[src/rtl/gate_test_pkg.sv]
// Shared types and constants for the 2-input gate exerciser family.
package gate_test_pkg;

  typedef enum logic [1:0] {
    IDLE   = 2'd0,
    SETTLE = 2'd1,
    CHECK  = 2'd2
  } state_t;

  // Expected y for each vector, indexed by {a,b}
  localparam logic [3:0] TT_AND  = 4'b1000;
  localparam logic [3:0] TT_NAND = 4'b0111;
  localparam logic [3:0] TT_OR   = 4'b1110;
  localparam logic [3:0] TT_NOR  = 4'b0001;
  localparam logic [3:0] TT_XOR  = 4'b0110;
  localparam logic [3:0] TT_XNOR = 4'b1001;

  localparam logic [1:0] VEC_LAST = 2'd3;

endpackage

[src/rtl/gate_exerciser_settle_timer.sv]
// Loadable down-counter; expired is high while the count sits at zero.
module settle_timer #(
  parameter int W = 8
) (
  input  logic         clk,
  input  logic         rst,
  input  logic         load,
  input  logic [W-1:0] load_val,
  input  logic         en,
  output logic         expired
);

  logic [W-1:0] cnt;

  // Load takes priority; otherwise count down to zero and stick there
  always_ff @(posedge clk or posedge rst) begin
    if (rst)                     cnt <= '0;
    else if (load)               cnt <= load_val;
    else if (en && cnt != '0)    cnt <= cnt - 1'b1;
  end

  assign expired = (cnt == '0);

endmodule

[src/rtl/gate_exerciser.sv]
// Sweeps a 2-input gate through 00,01,10,11, holds each vector for
// SETTLE_CYCLES+1 cycles, and scores y against a truth table latched at start.
module gate_exerciser
  import gate_test_pkg::*;
#(
  parameter int SETTLE_CYCLES = 2
) (
  input  logic       clk,
  input  logic       rst,
  input  logic       start,
  input  logic [3:0] exp_table,
  input  logic       y,
  output logic       a,
  output logic       b,
  output logic       busy,
  output logic       done,
  output logic       pass,
  output logic [2:0] err_count,
  output logic       fail_valid,
  output logic [1:0] fail_vec
);

  localparam int TW = 8;

  state_t     state;
  logic [1:0] vec;
  logic [3:0] exp_q;

  logic       tmr_load;
  logic       tmr_expired;
  logic       mismatch;
  logic [2:0] err_next;

  // Timer is reloaded on every entry into SETTLE; expiry after SETTLE_CYCLES
  // cycles in SETTLE means it starts at SETTLE_CYCLES-1.
  assign tmr_load = ((state == IDLE) && start) ||
                    ((state == CHECK) && (vec != VEC_LAST));

  settle_timer #(.W(TW)) u_timer (
    .clk      (clk),
    .rst      (rst),
    .load     (tmr_load),
    .load_val (TW'(SETTLE_CYCLES - 1)),
    .en       (state == SETTLE),
    .expired  (tmr_expired)
  );

  // Compare is combinational off y; only consumed on the edge leaving CHECK
  assign mismatch = (y != exp_q[vec]);
  assign err_next = err_count + {2'b00, mismatch};

  // Sweep sequencer with registered stimulus and result outputs
  always_ff @(posedge clk or posedge rst) begin
    if (rst) begin
      state      <= IDLE;
      vec        <= 2'd0;
      exp_q      <= 4'd0;
      a          <= 1'b0;
      b          <= 1'b0;
      busy       <= 1'b0;
      done       <= 1'b0;
      pass       <= 1'b0;
      err_count  <= 3'd0;
      fail_valid <= 1'b0;
      fail_vec   <= 2'd0;
    end else begin
      case (state)
        IDLE: begin
          if (start) begin
            exp_q      <= exp_table;
            vec        <= 2'd0;
            {a, b}     <= 2'b00;
            err_count  <= 3'd0;
            fail_valid <= 1'b0;
            fail_vec   <= 2'd0;
            done       <= 1'b0;
            pass       <= 1'b0;
            busy       <= 1'b1;
            state      <= SETTLE;
          end
        end
        SETTLE: begin
          if (tmr_expired) state <= CHECK;
        end
        CHECK: begin
          err_count <= err_next;
          // Only the first failing vector is kept
          if (mismatch && !fail_valid) begin
            fail_valid <= 1'b1;
            fail_vec   <= vec;
          end
          if (vec != VEC_LAST) begin
            vec    <= vec + 2'd1;
            {a, b} <= vec + 2'd1;
            state  <= SETTLE;
          end else begin
            busy  <= 1'b0;
            done  <= 1'b1;
            pass  <= (err_next == 3'd0);
            state <= IDLE;
          end
        end
        default: state <= IDLE;
      endcase
    end
  end

endmodule

[config.mk]
export PLATFORM = sky130hd
export DESIGN_NAME = gate_exerciser
export DESIGN_NICKNAME = d
export VERILOG_FILES = /design/src/rtl/gate_test_pkg.sv /design/src/rtl/gate_exerciser_settle_timer.sv /design/src/rtl/gate_exerciser.sv
export SDC_FILE = /design/constraint.sdc
export NUM_CORES = 1
export LEC_CHECK = 0
export ABC_CLOCK_PERIOD_IN_PS = 3570
export CAP_MARGIN = 10
export CORE_MARGIN = 4
export CORE_UTILIZATION = 55
export CTS_BUF_LIST = sky130_fd_sc_hd__clkbuf_4 sky130_fd_sc_hd__clkbuf_8
export DETAILED_ROUTE_END_ITERATION = 10
export PLACE_DENSITY = 0.81
export SYNTH_ARGS = -nofsm -noshare
export SYNTH_HDL_FRONTEND = slang
export SYNTH_SLANG_ARGS = --single-unit
[constraint.sdc]
create_clock -name clk -period 3.57 [get_ports clk]
set_clock_uncertainty 0.2 [all_clocks]
set_input_delay 0.5355 -clock clk [delete_from_list [all_inputs] [get_ports clk]]
set_output_delay 0.5355 -clock clk [all_outputs]
set_load 0.1 [all_outputs]
### Word-level counts from Yosys, hierarchy flattened

Index checks and enable logic that the tools add are counted.

* $add $sub $neg: 3
* magnitude comparators: 1
* eq/ne operators: 9
* multiplexer cells: 29
* reduce and logical (&&, ||, !) cells: 18

Operators by type and width (number)
* two-way mux 8 bit: 2
* case mux 1 bit (2 select lines): 6
* two-way mux 1 bit: 10
* two-way mux 2 bit: 5
* AND reduction 3 bit: 3
* zero test 8 bit: 1
* inequality test 2 bit (second input constant): 4
* case mux 2 bit (2 select lines): 2
* nonzero test 8 bit: 1
* subtractor 8 x 1 -> 8 bit (second input constant): 1
* case mux 2 bit (3 select lines): 1
* case mux 3 bit (2 select lines): 1
* AND reduction 2 bit: 3
* logical AND 1 bit: 4
* inequality test 2 x 1 -> 1 bit (second input constant): 2
* nonzero test 2 bit: 2
* adder 3 x 1 -> 3 bit: 1
* zero test 3 bit: 1
* less-than comparator 2 x 3 -> 1 bit (second input constant): 1
* two-way mux 3 bit: 1
* adder 2 x 1 -> 2 bit (second input constant): 1
* binary-select mux 1 bit (select 2 bit): 1
* == test 2 x 1 -> 1 bit (second input constant): 1
* == test 2 bit (second input constant): 1
* 4 further kinds: 4

* logic and storage cells: 72
* bits in registers: 27
* output and inout port bits: 11

### Depth between registers and ports, before layout

* depth in word-level cells: 7
* depth in mapped cells: 7
* gate-level depth less buffers: 7

### By module

Synthesis repeated with hierarchy kept, for this count alone.

* cells, all modules: 126
* area, all modules: 1338.8 µm²

Modules (own cells, without submodules)
* gate_exerciser: area an instance 843.3 µm², instances 1, cells an instance 73
* settle_timer: area an instance 495.5 µm², instances 1, cells an instance 53

### Worst setup path after synthesis

No wires, ideal clock.

* kind: register -> register
* start point: reg vec[0]
* end point: reg pass
* data arrival time: 2.615 ns
* required time: 3.275 ns
* buffers on the path: 0
* setup time: 0.095 ns
* cell stages (with the launch flop): 8
* setup slack: 0.659 ns
* clock period less this slack: 2.911 ns
* path through: dfrtp_1 -> mux4_2 -> xor2_1 -> ha_1 -> ha_1 -> nor2_1 -> nand4_1 -> o31ai_1

* word-level cells in the longest chain between the ends: 7

Ends and longest elaborated chain
* start: declaration: line gate_exerciser.sv:26 `logic [1:0] vec;`
* start signal: assignment: line gate_exerciser.sv:93 `vec <= vec + 2'd1;`
* binary-select mux 1 bit (select 2 bit): line gate_exerciser.sv:49 `assign mismatch = (y != exp_q[vec]);`
* two-way mux 1 bit (implied by the code): line gate_exerciser.sv:49
* inequality test 1 bit: line gate_exerciser.sv:49
* adder 3 x 1 -> 3 bit: line gate_exerciser.sv:50 `assign err_next = err_count + {2'b00, mismatch};`
* zero test 3 bit: line gate_exerciser.sv:99 `pass <= (err_next == 3'd0);`
* two-way mux 1 bit: line gate_exerciser.sv:92 `if (vec != VEC_LAST) begin`
* case mux 1 bit (2 select lines): line gate_exerciser.sv:67 `case (state)`
* end signal: assignment: line gate_exerciser.sv:99
* end: declaration: line gate_exerciser.sv:17 `output logic pass,`

Parallel ways exist; a longest one is shown, timed or not. The select of a mux whose other input is x is not followed.
A chain may end at the register's enable or synchronous reset.

==> flow_metrics.py <==
metrics = {
    "status": {
        "outcome": "finished, final reports clean",
    },
    "floorplanning": {
        "die_w_um": 56.0,
        "fp.dieH_um": 56.0,
        "io_pins": 19,
        "die_area_sq_um": 3130,
        "initial_utilization_pct": 57.7,
        "rows": 17,
        "core-area_sq_um": 2190,
    },
    "critical_path": {
        "slowest_delay_ps": 1180,
        "crit_path_max_fanout": 6,
        "worstPathArrival_ps": 1980,
        "start_kind": "flop",
        "cp_slowest_cell": "clkdlybuf4s50_1",
        "worstSetupPathType": "flop to primary output",
        "endpoint_kind": "primary output",
        "worstPathRequired_ps": 2830,
        "critPathTopFamily": "buffers and inverters",
        "path_cells": "clkdlybuf4s50_1",
        "cp.buffers_inverters": 1,
    },
    "synthesis": {
        "synth_simple_gate_area_share_pct": 15.6,
        "synth_edf_count": 0,
        "synth-async-reset-ratio_pct": 100,
        "synthMuxAreaShare_pct": 11.8,
        "synth-compound-area-share_pct": 11.9,
        "ys_ff_latch": 25,
        "synthDistinctLibCells": 32,
        "ys_seq_area_share_pct": 49.5,
        "synth_adder_area_share_pct": 4.95,
        "avgSynthCellArea_sq_um": 11.2,
        "syn-num-nets": 126,
        "yosys_warnings": 0,
        "syn_inst": 113,
        "synth_xor_xnor_area_share_pct": 3.46,
        "synth_flop_cell": "dfrtp_1",
        "netlist_area_sq_um": 1260,
        "synth_top_family_by_area": "simple AND/OR/NAND/NOR gates",
    },
    "clocking": {
        "post_cts_buffers": 0,
        "cts_resized": 0,
        "clkLatencyLatePin_ps": 310,
        "clkSinkCount": 25,
        "cts_max_level": 1,
        "numCtsBuffers": 3,
        "cts_hold_buffers": 0,
        "cts_root_buf": "clkbuf_4",
        "cts_tree": "done",
        "path_clk_slew_ps": 130,
        "cts_buffer_depth": 2,
    },
    "routing": {
        "final_antenna_net_count": 0,
        "via_per_inst": 5.62,
        "dr.pass1.iters": 4,
        "wl_um": 2340,
        "drtIter0Drc": 10,
        "dr_total_vias": 899,
        "drc": 0,
        "routedWlPerCell_um": 14.6,
    },
    "pwr": {
        "p_per_area_nw_per_um2": 760,
        "power.total_mw": 1.14,
        "ir_drop_mv": 0.525,
        "power.leakage_nw": 0.657,
    },
    "timing": {
        "setup_ws_ps": 856,
        "setup_tns_ps": 0,
        "timing.slew.headroom_pct": 35.3,
        "max_freq_mhz": 368,
        "rsz0062_at_grt": "false",
        "fin_crit_sh_pct": 76.0,
        "setup_viol_count_final": 0,
        "period_minus_slack_ps": 2710,
        "final-hold-violation-count": 0,
        "worst_pin_slew_ps": 968,
        "slew_viol_final": 0,
    },
    "cells_and_area": {
        "finalNonFillerCells": 160,
        "syn_to_final_growth_pct": 18.3,
        "nets": 146,
        "antenna-diode-count": 0,
        "drive_gt1_share_pct": 12.1,
        "post-route-util_pct": 68.3,
    },
    "grt": {
        "overflow": 0,
        "grt.total_usage_pct": 17.1,
        "grt_max_degree": 26,
        "grt_first_pass_wirelength_um": 4240,
        "antenna_found_initial": 0,
        "grt_pass1_vias": 979,
    },
    "worst_hold_path": {
        "hp-class": "flop to flop",
    },
    "placed_design": {
        "dp_cells": 156,
        "place_hpwl_um": 1740,
        "port_buffers": 18,
        "routabilityCongestion": 0.739,
        "place_ws_ps": 1100,
    },
    "flow_run": {
        "maxCapViolations": 0,
    },
}
[cell type report]
cell class,count,area (sq um)
clock buffer,4,30.0
fill,182,694
inverter,6,22.5
multi-input combinational,79,603
sequential,25,626
tap,28,35.0
timing repair buffer,18,180
[metal layers]
metal,wire length [um],vias up,GRT usage (%)
met5,0,-,0
met4,46,0,8.81
met3,87,6,2.78
met2,1170,19,29.2
met1,1040,437,20.5
li1,-,437,-
[per-stage QoR]
stage	hold WS [ps]	cell area, sq um
detailed placement	301	1470
floorplan	275	1260
global route	349	1500
global placement	287	1470
finish	324	1500
CTS	331	1500
[synth_stat cells (2+ instances only)]
cell type / count / area, sq um
a21oi_1: 7 / 35.0
dfrtp_1: 25 / 626
nor2_1: 14 / 52.6
ha_1: 5 / 62.6
nor3b_1: 2 / 15.0
nand2b_1: 6 / 37.5
mux2i_1: 4 / 40.0
a211oi_1: 2 / 15.0
inv_1: 6 / 22.5
o21ai_0: 5 / 25.0
xnor2_1: 4 / 35.0
buf_2: 2 / 10.0
a22o_1: 5 / 43.8
mux2_2: 5 / 56.3
mux2_4: 2 / 30.0
nor2b_1: 3 / 18.8
[final timing paths]
check | startpoint | endpoint | cells after the start | slack [ps]
max | vec[0] | b | 1 | 860
min | exp_q[3] | exp_q[3] | 1 | 320
max reg2reg | vec[0] | pass | 7 | 1150
min reg2reg | exp_q[3] | exp_q[3] | 1 | 320
max in group asynchronous | rst | pass | 2 | 2110
min in group asynchronous | rst | exp_q[1] | 2 | 510
[worst register-to-register path, stage by stage (launching register included)]
cell	delay [ps]
dfrtp_1	490
mux4_2	540
xor2_1	180
ha_1	200
ha_1	290
nor2_1	110
nand4_1	100
o31ai_1	230
[power by group]
group | leakage (nW) | switching, mW | total [mW] | internal [mW]
Sequential | 0.321 | 0.100 | 0.474 | 0.373
Combinational | 0.318 | 0.312 | 0.532 | 0.220
Clock | 0.0184 | 0.0805 | 0.132 | 0.0513
[cell usage in the layout, fill, tap and decap left out, drive strengths merged]
cell type and n:
clkdlybuf4s50 18, nor3b 2, inv 6, or2 1, clkbuf 4, o21ai 6
or4b 1, mux4 1, nor2 14, a211oi 2, dfrtp 25, a2111oi 1
and3b 1, nand4 1, a21oi 7, mux2i 4, xnor2 4, o31ai 1
a22o 6, nand2b 6, nand4b 1, mux2 7, nor2b 3, nand2 1
ha 5, xor2 1, nor4 2, nand3b 1
[cells by family after synthesis]
| kind of cell | Yosys count |
|---|---|
| compound gates | 23 |
| xor+xnor | 5 |
| fa+ha+maj | 5 |
| buf+inv | 9 |
| flops | 25 |
| mux | 12 |
| simple gates | 34 |
[flip-flops by register name (all words and copies together) (netlist names)]
signal,count
state,2
pass,1
fail_valid,1
err_count,3
u_timer.cnt,8
vec,2
done,1
exp_q,4
busy,1
fail_vec,2
(Power assumes the default switching activity.)
